**src/rtl/dmem_arbiter.sv**
```systemverilog
// Shares the single-port data memory between the CPU and the DMA/loader port using a
// registered-grant FSM with round-robin tie-break and a burst cap against starvation.
module dmem_arbiter #(
   parameter int AW        = 16,
   parameter int DW        = 16,
   parameter int MAX_BURST = 4
) (
   input  logic          clk_i,
   input  logic          rst_ni,
   input  logic          cpu_req_i,
   input  logic          cpu_we_i,
   input  logic [AW-1:0] cpu_addr_i,
   input  logic [DW-1:0] cpu_wdata_i,
   output logic          cpu_gnt_o,
   output logic          cpu_rvalid_o,
   output logic [DW-1:0] cpu_rdata_o,
   input  logic          dma_req_i,
   input  logic          dma_we_i,
   input  logic [AW-1:0] dma_addr_i,
   input  logic [DW-1:0] dma_wdata_i,
   output logic          dma_gnt_o,
   output logic          dma_rvalid_o,
   output logic [DW-1:0] dma_rdata_o,
   output logic          mem_we_o,
   output logic [AW-1:0] mem_addr_o,
   output logic [DW-1:0] mem_wdata_o,
   input  logic [DW-1:0] mem_rdata_i
);

   localparam int CW = $clog2(MAX_BURST + 1);
   localparam logic [1:0]  IDLE      = 2'd0;
   localparam logic [1:0]  OWN_CPU   = 2'd1;
   localparam logic [1:0]  OWN_DMA   = 2'd2;
   localparam logic        OWNER_CPU = 1'b0;
   localparam logic        OWNER_DMA = 1'b1;
   localparam logic [CW:0]   MAX_BEATS = (CW + 1)'(MAX_BURST);
   localparam logic [CW-1:0] SAT_CNT   = CW'(MAX_BURST);

   logic [1:0]    state_q, state_d;
   logic          last_owner_q, last_owner_d;
   logic [CW-1:0] beat_cnt_q, beat_cnt_d;
   logic          rd_pend_q, rd_pend_d;
   logic          rd_tag_q, rd_tag_d;
   logic [DW-1:0] cpu_rdata_q, cpu_rdata_d;
   logic [DW-1:0] dma_rdata_q, dma_rdata_d;

   logic          own_dma;
   logic          own_req;
   logic          own_we;
   logic          accept;
   logic [CW:0]   beats_seen;
   logic          burst_done;

   assign cpu_gnt_o = (state_q == OWN_CPU);
   assign dma_gnt_o = (state_q == OWN_DMA);
   assign own_dma   = dma_gnt_o;

   // The CPU side drives the memory bus while idle; mem_we stays low there regardless.
   assign own_req     = own_dma ? dma_req_i   : cpu_req_i;
   assign own_we      = own_dma ? dma_we_i    : cpu_we_i;
   assign mem_addr_o  = own_dma ? dma_addr_i  : cpu_addr_i;
   assign mem_wdata_o = own_dma ? dma_wdata_i : cpu_wdata_i;
   assign accept      = (cpu_gnt_o | dma_gnt_o) & own_req;
   assign mem_we_o    = accept & own_we;

   assign beats_seen = {1'b0, beat_cnt_q} + {{CW{1'b0}}, accept};
   assign burst_done = (beats_seen >= MAX_BEATS);

   always_comb begin
      state_d      = state_q;
      last_owner_d = last_owner_q;
      beat_cnt_d   = beat_cnt_q;
      case (state_q)
         IDLE: begin
            if (cpu_req_i && (!dma_req_i || last_owner_q == OWNER_DMA)) begin
               state_d = OWN_CPU;
            end else if (dma_req_i) begin
               state_d = OWN_DMA;
            end
         end
         OWN_CPU: begin
            if (!cpu_req_i) begin
               state_d = dma_req_i ? OWN_DMA : IDLE;
            end else if (dma_req_i && burst_done) begin
               state_d = OWN_DMA;
            end else begin
               beat_cnt_d = burst_done ? SAT_CNT : beats_seen[CW-1:0];
            end
         end
         OWN_DMA: begin
            if (!dma_req_i) begin
               state_d = cpu_req_i ? OWN_CPU : IDLE;
            end else if (cpu_req_i && burst_done) begin
               state_d = OWN_CPU;
            end else begin
               beat_cnt_d = burst_done ? SAT_CNT : beats_seen[CW-1:0];
            end
         end
         default: state_d = IDLE;
      endcase
      // Every fresh ownership starts a new burst and records who last won.
      if (state_d == OWN_CPU && state_q != OWN_CPU) begin
         last_owner_d = OWNER_CPU;
         beat_cnt_d   = '0;
      end else if (state_d == OWN_DMA && state_q != OWN_DMA) begin
         last_owner_d = OWNER_DMA;
         beat_cnt_d   = '0;
      end
   end

   // The read tag is captured at accept so a response follows its issuer across a handoff.
   assign rd_pend_d = accept & ~own_we;
   assign rd_tag_d  = rd_pend_d ? own_dma : rd_tag_q;

   assign cpu_rvalid_o = rd_pend_q & (rd_tag_q == OWNER_CPU);
   assign dma_rvalid_o = rd_pend_q & (rd_tag_q == OWNER_DMA);
   assign cpu_rdata_o  = cpu_rvalid_o ? mem_rdata_i : cpu_rdata_q;
   assign dma_rdata_o  = dma_rvalid_o ? mem_rdata_i : dma_rdata_q;
   assign cpu_rdata_d  = cpu_rdata_o;
   assign dma_rdata_d  = dma_rdata_o;

   always_ff @(posedge clk_i or negedge rst_ni) begin
      if (!rst_ni) begin
         state_q      <= IDLE;
         last_owner_q <= OWNER_DMA;
         beat_cnt_q   <= '0;
         rd_pend_q    <= 1'b0;
         rd_tag_q     <= OWNER_CPU;
         cpu_rdata_q  <= '0;
         dma_rdata_q  <= '0;
      end else begin
         state_q      <= state_d;
         last_owner_q <= last_owner_d;
         beat_cnt_q   <= beat_cnt_d;
         rd_pend_q    <= rd_pend_d;
         rd_tag_q     <= rd_tag_d;
         cpu_rdata_q  <= cpu_rdata_d;
         dma_rdata_q  <= dma_rdata_d;
      end
   end

endmodule
```
**config.mk**
```make
export PLATFORM = sky130hd
export DESIGN_NAME = dmem_arbiter
export DESIGN_NICKNAME = d
export VERILOG_FILES = /design/src/rtl/dmem_arbiter.sv
export SDC_FILE = /design/constraint.sdc
export NUM_CORES = 1
export LEC_CHECK = 0
export ABC_AREA = 1
export BUFFER_PORTS_ARGS = -buffer_cell sky130_fd_sc_hd__buf_2
export CORE_ASPECT_RATIO = 2
export CORE_MARGIN = 4
export CORE_UTILIZATION = 45
export DETAILED_ROUTE_END_ITERATION = 7
export MAX_ROUTING_LAYER = met4
export PLACE_DENSITY = 0.91
export SYNTH_ARGS = -nofsm -noshare
export SYNTH_HDL_FRONTEND = slang
export SYNTH_SLANG_ARGS = --single-unit
```
**constraint.sdc**
```tcl
create_clock -name clk_i -period 5.1 [get_ports clk_i]
set_input_delay 1.02 -clock clk_i [delete_from_list [all_inputs] [get_ports clk_i]]
set_output_delay 1.02 -clock clk_i [all_outputs]
set_load 0.005 [all_outputs]
```
==> results of run 1 <==
worst max-delay path, cell delays in order, from the launching register on:
cell,delay [ps]
sky130_fd_sc_hd__dfrtp_1,400
sky130_fd_sc_hd__inv_1,60
sky130_fd_sc_hd__nand2_1,490
sky130_fd_sc_hd__o21ai_0,520
sky130_fd_sc_hd__buf_2,180
report_power, final:
part           internal, mW  switching, mW  total, mW
clock                 0.145         0.0995      0.245
sequential            0.475         0.0595      0.534
combinational         0.380          0.548      0.929
state kept, by name, summed over array words and instances, names as in the netlist:
signal / count
beat_cnt_q: 3
cpu_rdata_q: 16
dma_rdata_q: 16
last_owner_q: 1
rd_pend_q: 1
rd_tag_q: 1
state_q: 2
final cells by class:
type                    count  area [sq um]  share of cell area
clock buffers               6          72.6              0.0230
inverters                  38           143              0.0451
well taps                  57          71.3              0.0226
multi-input cells         240          1060               0.335
clock inverters             2          35.0              0.0111
flip-flops and latches     40          1000               0.317
repair buffers            155           778               0.246
routing by layer:
layer / part of all wire / up-vias / track usage
li1: - / 1304 / -
met1: 0.36 / 1102 / 0.222
met2: 0.53 / 133 / 0.392
met3: 0.087 / 12 / 0.0323
met4: 0.025 / 0 / 0.0945
met5: 0 / - / -
placed cells by master (no fill, tap or decap):
cell                        synthesis  layout
sky130_fd_sc_hd__o21a_1             1       1
sky130_fd_sc_hd__o21ai_0           35      35
sky130_fd_sc_hd__a21boi_1           1       1
sky130_fd_sc_hd__nand2_2            2       2
sky130_fd_sc_hd__bufinv_16          0       1
sky130_fd_sc_hd__clkbuf_8           0       5
sky130_fd_sc_hd__inv_2              2       2
sky130_fd_sc_hd__clkbuf_1          12       1
sky130_fd_sc_hd__nand3_2            2       2
sky130_fd_sc_hd__ha_1               7       7
sky130_fd_sc_hd__nand2_1          165     165
sky130_fd_sc_hd__buf_4              0       1
sky130_fd_sc_hd__and3_2             1       1
sky130_fd_sc_hd__dfstp_2            1       1
sky130_fd_sc_hd__o21ai_2            1       1
sky130_fd_sc_hd__clkinv_2           0       1
sky130_fd_sc_hd__inv_1             36      36
sky130_fd_sc_hd__nor2b_1            1       1
sky130_fd_sc_hd__nand3_1            8       8
sky130_fd_sc_hd__buf_2              1     154
sky130_fd_sc_hd__a21oi_2            1       1
sky130_fd_sc_hd__nor2_1            13      13
sky130_fd_sc_hd__dfrtp_1           39      39
sky130_fd_sc_hd__a21oi_1            2       2
logic make-up after synthesis:
family | Yosys count
AOI/OAI and AO/OA | 41
DFF | 40
buffers and inverters | 51
and+or+nand+nor | 192
adders and majority gates | 7
worst paths after layout:
check,start,to,slack (ps),cells after the start
setup / recovery,rd_tag_q,cpu_rdata_o[4],2150,4
hold / removal,last_owner_q,last_owner_q,490,2
setup reg to reg,state_q[0],beat_cnt_q[0],2560,17
hold reg to reg,last_owner_q,last_owner_q,490,2
max in group asynchronous,rst_ni,beat_cnt_q[2],3750,1
min in group asynchronous,rst_ni,dma_rdata_q[0],830,1
per-stage QoR:
step,utilization,total power [mW],hold slack [ps],std cells,cell area (sq um)
final,0.650,1.71,489,538,3160
after global routing,0.650,1.87,515,538,3160
after CTS,0.650,1.73,493,538,3160
after detailed placement,0.628,1.48,478,530,3050
after global placement,0.628,1.44,473,530,3050
after floorplan,-,1.06,450,331,2250
==> impl_summary.log, run 1 <==
[metrics] Slew Limit Headroom: 0.403
[metrics] clock input transition at the sequential cells of the worst setup and hold paths: approximately 70 ps
[metrics] transition time at the pin with the least slew margin: around 900 ps
[metrics] initial detailed-routing violation count: just over 90
[metrics] post-synth top area share: 0.433
[metrics] Syn Nets: about 420
[metrics] number of global-route vias before repair: 2,487
[metrics] arrival time of data at the critical path endpoint: between 1500 and 2000 ps
[metrics] number of clock sinks: 40
[metrics] library cell occupying the most area in the post-synthesis netlist: sky130_fd_sc_hd__dfrtp_1
[metrics] CTS buffer count: 5
[metrics] post-route minimum period: 2950 ps
[metrics] number of vias in the routed layout: approximately 2,600
[metrics] first-pass GRT wire length: approximately 10 mm
[metrics] grt ovf: 0
[metrics] area share of fa/ha/maj cells after synthesis: 0.0388
[metrics] # Max-Cap Violations: 0
[metrics] fraction of final layout cells sized beyond drive strength 1: 0.358
[metrics] # port buffers: 154
[metrics] setup clock skew after layout: around 2.9 ps
[metrics] post-route clock period utilization: 0.578
[metrics] fill cell count: 457
[metrics] count of final max-slew check failures: 0
[metrics] synthesized-area fraction occupied by and/or/nand/nor cells: 0.335
[metrics] type of the worst setup path: flip-flop to output pin
[metrics] DRC violations left: 0
[metrics] detailed-routing iteration count for the pre-antenna-repair pass: 5
[metrics] Die Area: roughly 6300 sq um
[metrics] row cnt: 36
[metrics] H-Tree Level Count: 2
[metrics] startpoint type of the worst setup path: flip-flop
[metrics] effective utilization at floorplan: 0.463
[metrics] portion of netlist area occupied by mux cells: 0
[metrics] total length of routed wires: between 6 and 7 mm
[metrics] Routed wire per std cell: around 12 um
[metrics] largest fanout of any net on the critical path: 33
[metrics] static leakage power: roughly 2 nW
[metrics] Syn Std Cell Area: 2250 sq um
[metrics] area added between synthesis and finish: 40.2%
[metrics] post-synthesis sequential area ratio: 0.445
[metrics] Synth cell types: 20
[metrics] maximum count of clock buffers along a single path: 2
[metrics] Post-Synthesis Cells: roughly 330
[metrics] flip-flop cell with the highest count after synthesis: sky130_fd_sc_hd__dfrtp_1
[metrics] io pins: between 150 and 200
[metrics] type of the tightest min-delay check: flip-flop to flip-flop
[metrics] number of antenna violations at the first check in global routing: 0
[metrics] HPWL Detailed: approximately 5.3 mm
[metrics] worst voltage drop across the vdd grid: around 0.00038 V
[metrics] largest family of logic cells by synthesized area: simple AND/OR/NAND/NOR gates
[metrics] number of nets at the end of the flow: ~570
[metrics] TritonCTS clock tree: done
[metrics] compound-cell area share of the yosys netlist: 0.0966
[metrics] Post-synth ARST share: 1.00
[metrics] Req. time, crit path: roughly 4000 ps
[metrics] PwrDens: between 500 and 600 nW/um^2
[metrics] count of flip-flops with a built-in enable after synthesis: 0
[metrics] post-CTS repair timing setup buffer count: 0
[metrics] largest net degree at the start of global routing: 41
[metrics] number of hold violations in the final report: 0
[metrics] worst setup timing slack at the placement stage: 2220 ps
[metrics] xor and xnor fraction of the mapped netlist area: 0
[metrics] drt via density: around 4.7
[metrics] width of the chip: approximately 58 um
[metrics] total global-route track usage: 0.216
[metrics] clock latency on the worst-skew pair: 280 ps
[metrics] die height: between 100 and 150 um
[metrics] Fmax achieved: 339 MHz
[metrics] ant diodes: 0
[metrics] routability-driven placement congestion ratio: around 0.94
[metrics] number of setup violations in the final report: 0
[metrics] syn avg cell area: roughly 6.8 sq um
[metrics] Synth top cells by count: sky130_fd_sc_hd__nand2_1 (165), sky130_fd_sc_hd__dfrtp_1 (39), sky130_fd_sc_hd__inv_1 (36)
[metrics] endpoint class of the critical path: output pin
[metrics] final-layout setup total negative slack: 0 ps
[metrics] RSZ-0062 raised after global routing: false
[metrics] number of nets still failing antenna checks after routing: 0
[metrics] Final Worst Setup Slack: between 2000 and 2500 ps
[metrics] Synth Register Bits: 40
[metrics] Resize count post-CTS: 0
[metrics] clock root cell: sky130_fd_sc_hd__clkbuf_8
[metrics] run status: completed
[metrics] CTS Hold Bufs: 0
[metrics] top area cells in the synthesized netlist: sky130_fd_sc_hd__dfrtp_1 (43%), sky130_fd_sc_hd__nand2_1 (27%), sky130_fd_sc_hd__o21ai_0 (7.8%)
[metrics] most common cell in the synthesized netlist: sky130_fd_sc_hd__nand2_1
[metrics] Synth Warn #: 0
[metrics] placeable core region: 4860 sq um
No activity file was read; power rests on OpenSTA's default activity.
==> run 2, diff against run 1 <==
Settings changed: CORE_UTILIZATION 45 to 42, PLACE_DENSITY 0.91 to 0.86.
Clock period 5.1 ns to 3 ns, I/O delays scaled along.
==> impl_summary.log, run 2 (synthesis gave the netlist of run 1 again) <==
[metrics] maximum count of clock buffers along a single path: 2
[metrics] drt via density: about 4.8
[metrics] slowest cell delay on critical path: 430 ps
[metrics] effective utilization at floorplan: 0.435
[metrics] transition time at the pin with the least slew margin: approximately 900 ps
[metrics] post-route minimum period: approximately 2600 ps
[metrics] number of nets at the end of the flow: 574
[metrics] # Max-Cap Violations: 0
[metrics] type of the worst setup path: flip-flop to output pin
[metrics] Final Power: about 2.8 mW
[metrics] setup clock skew after layout: ~6.5 ps
[metrics] Worst Reg-to-Reg Cells: 15
[metrics] most frequent cells in the layout: sky130_fd_sc_hd__nand2_1 (165), sky130_fd_sc_hd__buf_2 (154), sky130_fd_sc_hd__dfrtp_1 (39), sky130_fd_sc_hd__inv_1 (36), sky130_fd_sc_hd__o21ai_0 (35)
[metrics] Largest regs: cpu_rdata_q x16, dma_rdata_q x16, beat_cnt_q x3
[metrics] CTS buffer count: 5
[metrics] Worst R2R Setup Slack: about 440 ps
[metrics] Slew Limit Headroom: 0.398
[metrics] post-CTS repair timing setup buffer count: 0
[metrics] CP max-delay cell: sky130_fd_sc_hd__dfrtp_1
[metrics] fraction of power consumed by the clock network: 0.119
[metrics] initial detailed-routing violation count: 68
[metrics] launching instance or port of the critical path: state_q[0]
[metrics] clock latency on the worst-skew pair: about 280 ps
[metrics] worst voltage drop across the vdd grid: around 0.00061 V
[metrics] last element of the critical path: mem_we_o
[metrics] endpoint class of the critical path: output pin
[metrics] RSZ-0062 raised after global routing: false
[metrics] die height: roughly 110 um
[metrics] grt ovf: 0
[metrics] largest fanout of any net on the critical path: 35
[metrics] Die Area: approximately 6700 sq um
[metrics] cell internal pwr: roughly 1.6 mW
[metrics] switching portion of total power: 0.428
[metrics] Resize count post-CTS: 0
[metrics] ant diodes: 0
[metrics] CTS Hold Bufs: 0
[metrics] H-Tree Level Count: 2
[metrics] number of setup violations in the final report: 0
[metrics] detailed-routing iteration count for the pre-antenna-repair pass: 4
[metrics] type of the tightest min-delay check: input port to async pin
[metrics] crit-path cells: inv_1, ha_1, inv_2, nand2_1, nand2_1, inv_1, nor2_1, buf_2
[metrics] fraction of final layout cells sized beyond drive strength 1: 0.361
[metrics] DRC violations left: 0
[metrics] # port buffers: ~150
[metrics] net switching power: around 1.2 mW
[metrics] Critical R2R Launch: state_q[0]
[metrics] PwrDens: approximately 900 nW/um^2
[metrics] total length of routed wires: between 6 and 7 mm
[metrics] placeable core region: 5180 sq um
[metrics] HPWL Detailed: between 5 and 6 mm
[metrics] clock input transition at the sequential cells of the worst setup and hold paths: about 80 ps
[metrics] total global-route track usage: 0.201
[metrics] number of hold violations in the final report: 0
[metrics] width of the chip: ~60 um
[metrics] io pins: around 160
[metrics] row cnt: 37
[metrics] Routed wire per std cell: around 12 um
[metrics] number of antenna violations at the first check in global routing: 0
[metrics] startpoint type of the worst setup path: flip-flop
[metrics] Comb power frac: 0.562
[metrics] most common library cell in the layout ignoring fill and taps: sky130_fd_sc_hd__nand2_1
[metrics] number of nets still failing antenna checks after routing: 0
[metrics] final-layout setup total negative slack: 0 ps
[metrics] number of clock sinks: 40
[metrics] first-pass GRT wire length: 10.4 mm
[metrics] number of global-route vias before repair: between 2,000 and 3,000
[metrics] count of final max-slew check failures: 0
[metrics] clock root cell: sky130_fd_sc_hd__clkbuf_8
[metrics] number of vias in the routed layout: approximately 2,600
[metrics] static leakage power: 2.00 nW
[metrics] FF-to-FF End: beat_cnt_q[0]
[metrics] largest net degree at the start of global routing: around 40
[metrics] routability-driven placement congestion ratio: 1.05
[metrics] TritonCTS clock tree: done
[metrics] arrival time of data at the critical path endpoint: slightly below 2000 ps
[metrics] portion of total power attributed to sequential cells: 0.318
[metrics] post-route clock period utilization: 0.855
[metrics] run status: completed
[metrics] Req. time, crit path: between 2000 and 2500 ps
[metrics] Fmax achieved: 390 MHz
[metrics] area added between synthesis and finish: 39.7%
==> run 2: cell types whose count changed in the layout (fill, tap and decap cells not counted) <==
cell	delta
sky130_fd_sc_hd__clkinv_4	+1
sky130_fd_sc_hd__clkbuf_1	-1
sky130_fd_sc_hd__clkinv_2	+1
sky130_fd_sc_hd__buf_4	+1
sky130_fd_sc_hd__bufinv_16	-1
==> run 2: stage by stage <==
| stage | instances | utilization | cell area, sq um | setup slack (ps) | hold slack (ps) |
|---|---|---|---|---|---|
| final | 540 | 0.608 | 3150 | 434 | 408 |
| after global routing | 540 | 0.608 | 3150 | 93.6 | 495 |
| after CTS | 540 | 0.608 | 3150 | 418 | 440 |
| after detailed placement | 532 | 0.591 | 3060 | 491 | 481 |
| after global placement | 532 | 0.591 | 3060 | 654 | 473 |
| after floorplan | 331 | - | 2250 | 781 | 304 |
==> run 2: routing by layer <==
metal  vias up  GRT usage  part of all wire
met3        19     0.0267             0.076
met4         0     0.0873             0.035
met5         -          -                 0
met1      1120      0.199              0.34
met2       128      0.367              0.55
li1       1306          -                 -
==> run 2: worst max-delay path, delay by kind of cell (launching register included) <==
kind          cells  cell delay [ps]
fa+ha+maj         1              240
buf+inv           4              710
flops             1              430
simple gates      3              290
==> run 2: power groups by stage <==
stage               Sequential [mW]  Combinational [mW]  Clock (mW)
floorplan                     0.885               0.921           0
global placement              0.901                1.56           0
detailed placement            0.914                1.62           0
CTS                           0.903                1.62       0.352
global route                  0.926                1.84       0.370
finish                        0.902                1.59       0.339
==> run 2: layout make-up <==
class	instances	area (sq um)
clock buffer	5	68.8
inverter	38	143
sequential	40	1000
multi-input combinational	240	1060
timing repair buffer	156	786
fill	486	2030
tap	58	72.6
clock inverter	3	18.8
==> run 2: worst min-delay path by stage <==
stage               startpoint               to  cells after the start
5_1_grt                 rst_ni   dma_rdata_q[2]                      1
6_report                rst_ni   dma_rdata_q[4]                      1
4_1_cts                 rst_ni   dma_rdata_q[2]                      1
3_3_place_gp   cpu_rdata_q[14]  cpu_rdata_q[14]                      2
3_5_place_dp      last_owner_q     last_owner_q                      2
2_1_floorplan           rst_ni    beat_cnt_q[0]                      0
